[src/rtl/neuron_sequencer.sv]
// Sequencer for one chunked dot-product inference with running argmax.
// Ports: clk/rst, start/busy/done, mem_en/mem_addr, bias_sel/acc_load/acc_en,
//   acc_dout, score_valid/score_idx, class_out/class_score.
//   Optional macro REJECT_THRESH_EN enables a reject threshold.
module neuron_sequencer #(
  parameter int NUM_NEURONS = 10,
  parameter int CHUNKS      = 4,
  parameter int PIPE_LAT    = 4,
  parameter int ADDR_W      = 8,
  parameter int ACC_W       = 22,
  parameter int CLS_W       = 4
`ifdef REJECT_THRESH_EN
  ,
  parameter logic signed [ACC_W-1:0] REJECT_THRESH = '0
`endif
) (
  input  logic                    clk,
  input  logic                    rst,
  input  logic                    start,
  output logic                    busy,
  output logic                    done,
  output logic                    mem_en,
  output logic [ADDR_W-1:0]       mem_addr,
  output logic [CLS_W-1:0]        bias_sel,
  output logic                    acc_load,
  output logic                    acc_en,
  input  logic signed [ACC_W-1:0] acc_dout,
  output logic                    score_valid,
  output logic [CLS_W-1:0]        score_idx,
  output logic [CLS_W-1:0]        class_out,
  output logic signed [ACC_W-1:0] class_score
);

  localparam int TOTAL = NUM_NEURONS * CHUNKS;
  localparam int CHK_W = (CHUNKS > 1) ? $clog2(CHUNKS) : 1;

  typedef enum logic [1:0] {
    S_IDLE, S_ISSUE, S_DRAIN, S_DONE
  } state_t;

  typedef struct packed {
    logic             v;
    logic             first;
    logic             last;
    logic [CLS_W-1:0] n;
  } tag_t;

  state_t state, nxt_state;

  logic [ADDR_W-1:0] nxt_addr;
  logic [CHK_W-1:0]  nxt_chk;
  logic [CLS_W-1:0]  nxt_nrn;
  tag_t              pipe [PIPE_LAT];
  tag_t              new_tag;

  logic              tap_last;
  logic              cap_pend;
  logic [CLS_W-1:0]  cap_n;
  logic signed [ACC_W-1:0] score_reg;

  logic              have_max;
  logic signed [ACC_W-1:0] max_val;
  logic [CLS_W-1:0]  max_idx;

  logic              issue;
  logic              last_iss;
  logic              upd;
  logic signed [ACC_W-1:0] win_val;
  logic [CLS_W-1:0]  win_idx;
  logic [CLS_W-1:0]  fin_idx;

  assign last_iss = (nxt_addr == ADDR_W'(TOTAL - 1));
  assign issue = ((state == S_IDLE) && start)
              || (state == S_ISSUE);
  assign busy = (state != S_IDLE);

  assign new_tag.v     = 1'b1;
  assign new_tag.first = (nxt_chk == '0);
  assign new_tag.last  = (nxt_chk == CHK_W'(CHUNKS - 1));
  assign new_tag.n     = nxt_nrn;

  // The first score seeds the max; later ones need a strict win,
  // so equal scores keep the lower index.
  assign upd = !have_max || (score_reg > max_val);
  assign win_val = upd ? score_reg : max_val;
  assign win_idx = upd ? score_idx : max_idx;

`ifdef REJECT_THRESH_EN
  assign fin_idx = (win_val < REJECT_THRESH) ? '1 : win_idx;
`else
  assign fin_idx = win_idx;
`endif

  always_comb begin
    nxt_state = state;
    unique case (state)
      S_IDLE:
        if (start) nxt_state = last_iss ? S_DRAIN : S_ISSUE;
      S_ISSUE:
        if (last_iss) nxt_state = S_DRAIN;
      S_DRAIN:
        if (cap_pend && cap_n == CLS_W'(NUM_NEURONS - 1))
          nxt_state = S_DONE;
      S_DONE:
        nxt_state = S_IDLE;
      default:
        nxt_state = S_IDLE;
    endcase
  end

  always_ff @(posedge clk or negedge rst) begin
    if (!rst) begin
      state    <= S_IDLE;
      mem_en   <= 1'b0;
      mem_addr <= '0;
      nxt_addr <= '0;
      nxt_chk  <= '0;
      nxt_nrn  <= '0;
    end else begin
      state  <= nxt_state;
      mem_en <= issue;
      if (issue) begin
        mem_addr <= nxt_addr;
        if (last_iss) begin
          nxt_addr <= '0;
          nxt_chk  <= '0;
          nxt_nrn  <= '0;
        end else begin
          nxt_addr <= nxt_addr + 1'b1;
          if (nxt_chk == CHK_W'(CHUNKS - 1)) begin
            nxt_chk <= '0;
            nxt_nrn <= nxt_nrn + 1'b1;
          end else begin
            nxt_chk <= nxt_chk + 1'b1;
          end
        end
      end
    end
  end

  // Tag pipe tracks each address through the multiply latency;
  // the output strobes form the final stage.
  always_ff @(posedge clk or negedge rst) begin
    if (!rst) begin
      for (int i = 0; i < PIPE_LAT; i++) pipe[i] <= '0;
      acc_load <= 1'b0;
      acc_en   <= 1'b0;
      bias_sel <= '0;
      tap_last <= 1'b0;
    end else begin
      pipe[0] <= issue ? new_tag : '0;
      for (int i = 1; i < PIPE_LAT; i++) pipe[i] <= pipe[i-1];
      acc_load <= pipe[PIPE_LAT-1].v & pipe[PIPE_LAT-1].first;
      acc_en   <= pipe[PIPE_LAT-1].v & ~pipe[PIPE_LAT-1].first;
      tap_last <= pipe[PIPE_LAT-1].v & pipe[PIPE_LAT-1].last;
      if (pipe[PIPE_LAT-1].v) bias_sel <= pipe[PIPE_LAT-1].n;
    end
  end

  // acc_dout settles one cycle after the last add, hence cap_pend.
  always_ff @(posedge clk or negedge rst) begin
    if (!rst) begin
      cap_pend    <= 1'b0;
      cap_n       <= '0;
      score_valid <= 1'b0;
      score_idx   <= '0;
      score_reg   <= '0;
    end else begin
      cap_pend    <= tap_last;
      score_valid <= cap_pend;
      if (tap_last) cap_n <= bias_sel;
      if (cap_pend) begin
        score_idx <= cap_n;
        score_reg <= acc_dout;
      end
    end
  end

  always_ff @(posedge clk or negedge rst) begin
    if (!rst) begin
      have_max    <= 1'b0;
      max_val     <= '0;
      max_idx     <= '0;
      done        <= 1'b0;
      class_out   <= '0;
      class_score <= '0;
    end else begin
      done <= (state == S_DONE);
      if (score_valid) begin
        have_max <= 1'b1;
        max_val  <= win_val;
        max_idx  <= win_idx;
      end
      if (state == S_DONE) begin
        have_max    <= 1'b0;
        class_out   <= fin_idx;
        class_score <= win_val;
      end
    end
  end

endmodule

[config.mk]
export PLATFORM = sky130hd
export DESIGN_NAME = neuron_sequencer
export DESIGN_NICKNAME = d
export VERILOG_FILES = /design/src/rtl/neuron_sequencer.sv
export SDC_FILE = /design/constraint.sdc
export NUM_CORES = 1
export LEC_CHECK = 0
export BUFFER_PORTS_ARGS = -buffer_cell sky130_fd_sc_hd__buf_2
export CELL_PAD_IN_SITES_DETAIL_PLACEMENT = 1
export CELL_PAD_IN_SITES_GLOBAL_PLACEMENT = 2
export CORE_UTILIZATION = 30
export CTS_CLUSTER_DIAMETER = 60
export DETAILED_ROUTE_END_ITERATION = 7
export MAX_ROUTING_LAYER = met4
export PLACE_DENSITY_LB_ADDON = 0.1
export SYNTH_ARGS = -nofsm -noshare
export SYNTH_HDL_FRONTEND = slang
export SYNTH_SLANG_ARGS = --single-unit
export TNS_END_PERCENT = 50
[constraint.sdc]
create_clock -name clk -period 2.6 [get_ports clk]
set_clock_uncertainty 0.05 [all_clocks]
set_input_delay 0.13 -clock clk [delete_from_list [all_inputs] [get_ports clk]]
set_output_delay 0.13 -clock clk [all_outputs]
set_load 0.1 [all_outputs]
## Word-level counts from Yosys, hierarchy flattened

Index checks and enable logic that the tools add are counted.
W data, S select, Z words.

- $add $sub $neg: 3
- Order comparisons: 1
- Equality and inequality tests: 9
- Multiplexer cells: 15
- Bitwise logic cells: 4
- Reduce and logical (&&, ||, !) cells: 12

Operators with widths:

| operator | count |
|---|---|
| $gt A22 B22 Y1 | 1 |
| $mux W22 | 1 |
| $mux W2 | 6 |
| $mux W4 | 3 |
| $add A8 B1 Y8 const B | 1 |
| $eq A8 B6 Y1 const B | 1 |
| $mux W8 | 1 |
| $pmux W2 S4 | 1 |
| $mux W7 | 1 |
| $eq A2 B2 Y1 const B | 3 |
| $ne A2 B2 Y1 const B | 3 |
| $reduce_bool A2 Y1 | 3 |
| $add A4 B1 Y4 const B | 1 |
| $eq A4 B4 Y1 const B | 1 |
| $logic_not A2 Y1 | 2 |
| $and A1 B1 Y1 | 3 |
| $reduce_and A3 Y1 | 1 |
| $add A2 B1 Y2 const B | 1 |
| $eq A2 B1 Y1 const B | 1 |
| $logic_and A1 B1 Y1 | 2 |
| $logic_or A1 B1 Y1 | 2 |
| $mux W1 | 2 |
| $reduce_and A2 Y1 | 1 |
| $logic_not A1 Y1 | 1 |
| $not A1 Y1 | 1 |

- Bits in registers: 146
- Bits of input ports: 25
- Output and inout bits: 48
- Logic and storage cells: 81

## Depth between registers and ports, before layout

Gate-level depths: netlist of the first run.

- Depth after elaboration: 4
- Gate-level depth with buffers: 10
- Depth with buffers taken out: 8

## Worst setup path before layout of the first run

No wires, ideal clock.

- Path kind: reg2reg
- Start: register score_reg[21]
- End: register max_idx[0]
- Library setup time: 0.128 ns
- Data arrival time: 2.643 ns
- Data required time: 2.422 ns
- Slack: -0.222 ns
- Cell stages (with the launch flop): 10
- Path buffers: 2
- Period minus slack after synthesis: 2.822 ns
- Path through: dfrtp_1 -> ha_1 -> nand4_1 -> nor4_2 -> o31ai_1 -> and3b_1 -> buf_2 -> o31ai_4 -> buf_6 -> mux2_1

- Word-level cells in the longest chain between the ends: 3

RTL lines:

| item | line | source |
|---|---|---|
| start, declared | 59 | `logic signed [ACC_W-1:0] score_reg;` |
| start signal, assigned | 174 | `score_reg <= acc_dout;` |
| $gt A22 B22 Y1 | 84 | `assign upd = !have_max \|\| (score_reg > max_val);` |
| $logic_or A1 B1 Y1 | 84 |  |
| $mux W4 | 86 | `assign win_idx = upd ? score_idx : max_idx;` |
| end signal, assigned | 192 | `max_idx <= win_idx;` |
| end, declared | 63 | `logic [CLS_W-1:0] max_idx;` |

Every way passes these cells.
A chain may end at the register's enable or synchronous reset.

## Final worst setup path of the first run

- Start: register max_val[18]
- End: register max_val[15]

- Word-level cells in the longest chain between the ends: 3

RTL lines:

| item | line | source |
|---|---|---|
| start, declared | 62 | `logic signed [ACC_W-1:0] max_val;` |
| start signal, assigned | 191 | `max_val <= win_val;` |
| $gt A22 B22 Y1 | 84 |  |
| $logic_or A1 B1 Y1 | 84 |  |
| $mux W22 | 85 | `assign win_val = upd ? score_reg : max_val;` |

Every way passes these cells.

==> results.sh, run 1 <==
export IMPL_status="complete, but fails checks"
export IMPL_violations="setup timing"
export IMPL_wirelength_mm=16.6
export IMPL_yosysSeqAreaShare_pct=58.0
export IMPL_hold_slack_ps=147
export IMPL_cp_slowest_stage_delay_ps=380
export IMPL_muxShareOfSynthArea_pct=10.8
export IMPL_dpl_hpwl_mm=10.9
export IMPL_rsz0062_at_grt="true"
export IMPL_grt_max_degree=76
export IMPL_relSlewSlack_pct=50.7
export IMPL_yosysWarnings=0
export IMPL_wl_per_cell_um=17.3
export IMPL_num_vias=4579
export IMPL_synth_top_family_by_area="multiplexers"
export IMPL_synth_top_area_share_pct=58.0
export IMPL_largest_register_ffs=27
export IMPL_critical_path_top_delay_family="compound AO/OA/AOI/OAI gates"
export IMPL_clock_fmax_mhz=367
export IMPL_finalHoldViolations=0
export IMPL_drcViolationCount=0
export IMPL_layout_drive_gt1_share_pct=35.4
export IMPL_worstSkewPairLatency_ps=420
export IMPL_areaGrowthSynthToFinish_pct=35.1
export IMPL_antenna_found_initial=0
export IMPL_critPathMaxFanout=4
export IMPL_synth_edff_count=0
export IMPL_buffer_ports_inserted=72
export IMPL_die_y_um=146
export IMPL_dr_first_iter_drc_count=224
export IMPL_synthSimpleGateAreaFrac_pct=10.6
export IMPL_period_minus_slack_ps=2730
export IMPL_netlist_area_um2=6260
export IMPL_hp_class="in2reg"
export IMPL_cp_slowest_cell="dfrtp_1"
export IMPL_finalCritPeriodShare_pct=105
export IMPL_grt_pass1_vias=5003
export IMPL_synthCells=531
export IMPL_post_route_cell_area_um2=8450
export IMPL_startpoint_type="register"
export IMPL_ios=73
export IMPL_largest_register="pipe"
export IMPL_clkTransAtPathRegs_ps=60
export IMPL_grt_pass1_wl_mm=27.3
export IMPL_cts_sinks=145
export IMPL_clockBufferDepth=2
export IMPL_setup_slack_ps=-126
export IMPL_maxCapViolCount=0
export IMPL_end_kind="register"
export IMPL_synth_seq_cells=145
export IMPL_synth_xor_area_share_pct=1.26
export IMPL_root_buffer="clkbuf_16"
export IMPL_numCtsBuffers=17
export IMPL_syn_area_per_cell_um2=11.8
export IMPL_num_rows=52
export IMPL_detail_route_first_pass_iterations=4
export IMPL_synth_cell_types=39
export IMPL_grt_ovfl_total=0
export IMPL_start_util_pct=30.7
export IMPL_antenna_cells=0
export IMPL_syn_nets=587
export IMPL_viasPerCell=4.79
export IMPL_drv_slew=0
export IMPL_crit_chain="inv_1 > ha_1 > nand4_1 > nor4_4 > a21bo_2 > o21ai_4 > o31ai_4 > buf_6 > clkbuf_16 > mux2_4"
export IMPL_synth_area_leader_cell="dfrtp_1"
export IMPL_crit_buf_inv=3
export IMPL_path_class="reg2reg"
export IMPL_core_um2=20400
export IMPL_setup_viol=26
export IMPL_placed_area_um2=7270
export IMPL_yosys_top_cells_area="dfrtp_1, mux2_2, ha_1"
export IMPL_synth_fa_ha_area_share_pct=6.20
export IMPL_layout_nets=730
export IMPL_tightest_slew_ps=740
export IMPL_cts_htree_levels=4
export IMPL_synthArstFlopShare_pct=100
export IMPL_arrival_ps=2980
export IMPL_gp_congestion=0.803
export IMPL_grt_use_total_pct=17.0
export IMPL_die_x_um=146
export IMPL_ant_nets=0
export IMPL_synth_ff_type="dfrtp_1"
export IMPL_cts_tree="built"
export IMPL_synth_compound_area_share_pct=9.38
export IMPL_die_area_um2=21400
export IMPL_cp_required_ps=2850
[path summary, 6_finish.rpt]
path,cells past startpoint,from,to,slack (ps)
worst max register to register,10,max_val[18],max_val[15],-130
worst max-delay path,10,max_val[18],max_val[15],-130
max in group asynchronous,3,rst,pipe[9],1540
worst min register to register,0,pipe[15],pipe[8],300
worst min-delay path,4,start,state[1],150
min in group asynchronous,2,rst,class_out[1],290
[placed cells by master, fill, tap and decap left out, drive strengths merged, types with 5 or more instances in the layout]
master,netlist,routed
a21oi,13,13
a31oi,26,26
buf,4,127
clkbuf,24,21
clkinv,1,7
dfrtp,145,145
dlygate4sd3,0,23
ha,31,31
inv,30,32
mux2,59,59
nand2,44,44
nand4,34,34
nor2,38,38
nor2b,7,7
o21ai,15,15
o31ai,29,29
xnor2,5,5
[cell type report]
cell class / instances / area (um^2)
repair buffers: 152 / 1150
clock inverters: 12 / 134
flip-flops and latches: 145 / 3630
clock buffers: 19 / 443
inverters: 31 / 116
fillers: 2195 / 11900
well taps: 270 / 338
multi-input cells: 327 / 2640
[through the flow]
| stage | util (%) | setup slack (ps) | cells | TNS (ps) |
|---|---|---|---|---|
| 2_1_floorplan | - | -81.3 | 531 | -1610 |
| 3_3_place_gp | 35.7 | -1.59 | 894 | -2.23 |
| 3_5_place_dp | 35.7 | -82.9 | 894 | -1860 |
| 4_1_cts | 39.7 | -80.2 | 948 | -1800 |
| 5_1_grt | 41.5 | -240 | 956 | -6910 |
| 6_report | 41.5 | -126 | 956 | -2960 |
[metal layers]
| metal | GRT usage [%] | wire length, um | vias to the layer above |
|---|---|---|---|
| met4 | 4.74 | 146 | 0 |
| met1 | 20.2 | 7380 | 2338 |
| met2 | 28.7 | 8630 | 55 |
| li1 | - | - | 2177 |
| met3 | 3.81 | 426 | 9 |
| met5 | - | 0 | - |
[timing repair]
action,in CTS,in global routing
setup buffers,0,5
endpoints found under the setup margin,50,52
hold buffers,23,0
pin swaps,0,7
resized for setup,3,56
endpoints found under the hold margin,95,0
gates cloned,0,3
[cells in the mapped netlist (2+ instances only)]
library cell	count
inv_1	30
o31ai_1	28
buf_6	2
mux2_2	39
mux2_1	20
nand3_1	4
nand2_1	44
and2_1	2
nor2b_1	7
a31oi_1	26
nor3_1	3
nand4_1	34
o21ai_0	14
nor2_1	38
clkbuf_1	24
dfrtp_1	145
a21oi_1	12
ha_1	31
xnor2_1	5
xor2_1	4
[logic make-up after synthesis]
kind of cell	after synthesis
XOR/XNOR	9
AND/OR/NAND/NOR	138
adder cells (fa/ha/maj)	31
AO/OA/AOI/OAI	89
multiplexers	60
buffers and inverters	59
flip-flops	145
[worst min-delay path, stage by stage]
cell and delay, ps:
buf_2 90, o221ai_1 170, nand2_1 100, o21ai_0 80
Power of run 1 is not shown: default switching activity piles up to over one toggle a cycle in this logic, so the estimate is an artifact.
==> inputs of run 2 (changes only) <==
Settings changed: CTS_BUF_LIST from default to sky130_fd_sc_hd__clkbuf_4.
==> run 2 against run 1 <==
The run still ends with setup timing left. Sequential share of layout area increased by 1.6 points. Die area unchanged. Flip-flop and latch count unchanged. Final area decreased by 3.6%. Non-clock buffer count increased by 1. Worst hold slack about the same. Count of clock-buffer cells in the layout decreased by 1. Routed wire length about the same. Maximum frequency decreased by 0.76%. Critical path depth decreased by 1. Utilization decreased by 1.5 points. Via count increased by 0.66%. Critical endpoint is now max_val[14].
==> results.sh, run 2 (synthesis results as in run 1) <==
export IMPL_arrival_ps=3120
export IMPL_critPathMaxFanout=5
export IMPL_start_util_pct=30.7
export IMPL_root_buffer="clkbuf_4"
export IMPL_violations="setup timing"
export IMPL_largest_register_ffs=27
export IMPL_place_ws_ps=-82.9
export IMPL_end_kind="register"
export IMPL_grtUsageMet3_pct=3.34
export IMPL_final_common_cell="dfrtp_1"
export IMPL_viasPerCell=4.81
export IMPL_grt_ovfl_total=0
export IMPL_cts_htree_levels=4
export IMPL_die_y_um=146
export IMPL_busiest_layer="met2"
export IMPL_grtUsageMet2_pct=28.7
export IMPL_core_um2=20400
export IMPL_finalCritPeriodShare_pct=106
export IMPL_finalHoldViolations=0
export IMPL_status="complete, but fails checks"
export IMPL_numCtsBuffers=17
export IMPL_wl_per_cell_um=17.3
export IMPL_ant_nets=0
export IMPL_cp_slowest_cell="dfrtp_1"
export IMPL_cp_required_ps=2970
export IMPL_setup_viol=26
export IMPL_clock_fmax_mhz=364
export IMPL_ios=73
export IMPL_largest_register="pipe"
export IMPL_hp_class="in2async"
export IMPL_cts_sinks=145
export IMPL_final_util_pct=40.0
export IMPL_areaGrowthSynthToFinish_pct=30.2
export IMPL_dr_first_iter_drc_count=211
export IMPL_period_minus_slack_ps=2750
export IMPL_layout_nets=731
export IMPL_cp_slowest_stage_delay_ps=440
export IMPL_grt_pass1_wl_mm=27.1
export IMPL_layout_drive_gt1_share_pct=35.1
export IMPL_clkTransAtPathRegs_ps=140
export IMPL_antenna_found_initial=1
export IMPL_cts_tree="built"
export IMPL_setup_slack_ps=-147
export IMPL_use_met1_pct=20.0
export IMPL_worstSkewPairLatency_ps=540
export IMPL_maxCapViolCount=0
export IMPL_startpoint_type="register"
export IMPL_final_cell_mix="dfrtp_1, buf_2, buf_4, nand2_1, nor2_1"
export IMPL_drcViolationCount=0
export IMPL_rsz0062_at_grt="true"
export IMPL_die_x_um=146
export IMPL_die_area_um2=21400
export IMPL_gp_congestion=0.803
export IMPL_crit_chain="ha_1 > nand4_1 > nor4_4 > a21bo_2 > o21ai_4 > o31ai_4 > buf_6 > clkbuf_16 > mux2_4"
export IMPL_grt_use_total_pct=16.8
export IMPL_tightest_slew_ps=743
export IMPL_path_class="reg2reg"
export IMPL_num_rows=52
export IMPL_grt_pass1_vias=4975
export IMPL_critical_path_top_delay_family="compound AO/OA/AOI/OAI gates"
export IMPL_dpl_hpwl_mm=10.9
export IMPL_drv_slew=0
export IMPL_num_vias=4609
export IMPL_wirelength_mm=16.6
export IMPL_tns_ps=-3330
export IMPL_relSlewSlack_pct=50.4
export IMPL_clockBufferDepth=2
export IMPL_grt_max_degree=76
export IMPL_buffer_ports_inserted=72
export IMPL_detail_route_first_pass_iterations=4
export IMPL_crit_buf_inv=2
[run 2: cell types whose count changed in the layout (fill, tap and decap cells not counted), moves of 2 or more]
cell / previous run / this run
clkbuf_4: 0 / 18
clkbuf_16: 19 / 2
o31ai_1: 16 / 18
o31ai_2: 11 / 9
[run 2: per-stage QoR]
stage | instances | hold slack (ps) | cell area [um^2]
3_3_place_gp | 894 | 182 | 7270
3_5_place_dp | 894 | 187 | 7270
6_report | 958 | 147 | 8150
5_1_grt | 958 | 159 | 8150
2_1_floorplan | 531 | -216 | 6280
4_1_cts | 949 | 137 | 7800
[run 2: layout make-up]
cell class / instances / area, um^2
flip-flops and latches: 145 / 3630
inverters: 31 / 116
well taps: 270 / 338
repair buffers: 153 / 1160
diodes: 1 / 2.50
multi-input cells: 327 / 2630
clock buffers: 18 / 135
clock inverters: 13 / 138
fillers: 2226 / 12200
[run 2: what timing repair did]
item	4_1_cts	5_1_grt
buffers inserted	0	5
cloned	0	3
hold buffers	24	0
pin swaps	0	6
hold endpoints to repair	97	0
endpoints found under the setup margin	52	52
resized for setup	3	55
[run 2: path summary, 6_finish.rpt]
kind                                     from             to  slack, ps  cells after the start
worst min-delay path                      rst   class_out[3]        150                      2
worst max register to register  score_reg[18]    max_val[14]       -150                      9
worst max-delay path            score_reg[18]    max_val[14]       -150                      9
worst min register to register        pipe[9]        pipe[2]        310                      0
max in group asynchronous                 rst        pipe[9]       1660                      3
min in group clk                 acc_dout[20]  score_reg[20]        300                      3
[run 2: worst reg2reg max path, delay by kind of cell, from the launching register on]
family	cells	cell delay [ps]
AOI/OAI and AO/OA	3	640
buffers and inverters	2	320
DFF	1	440
adders and majority gates	1	300
muxes	1	300
and+or+nand+nor	2	600
[run 2: per-layer routing]
metal | wire length [um] | vias up
li1 | - | 2179
met4 | 148 | 0
met1 | 7340 | 2367
met3 | 377 | 11
met2 | 8730 | 52
met5 | 0 | -
Power of run 2 is left out for the same reason.
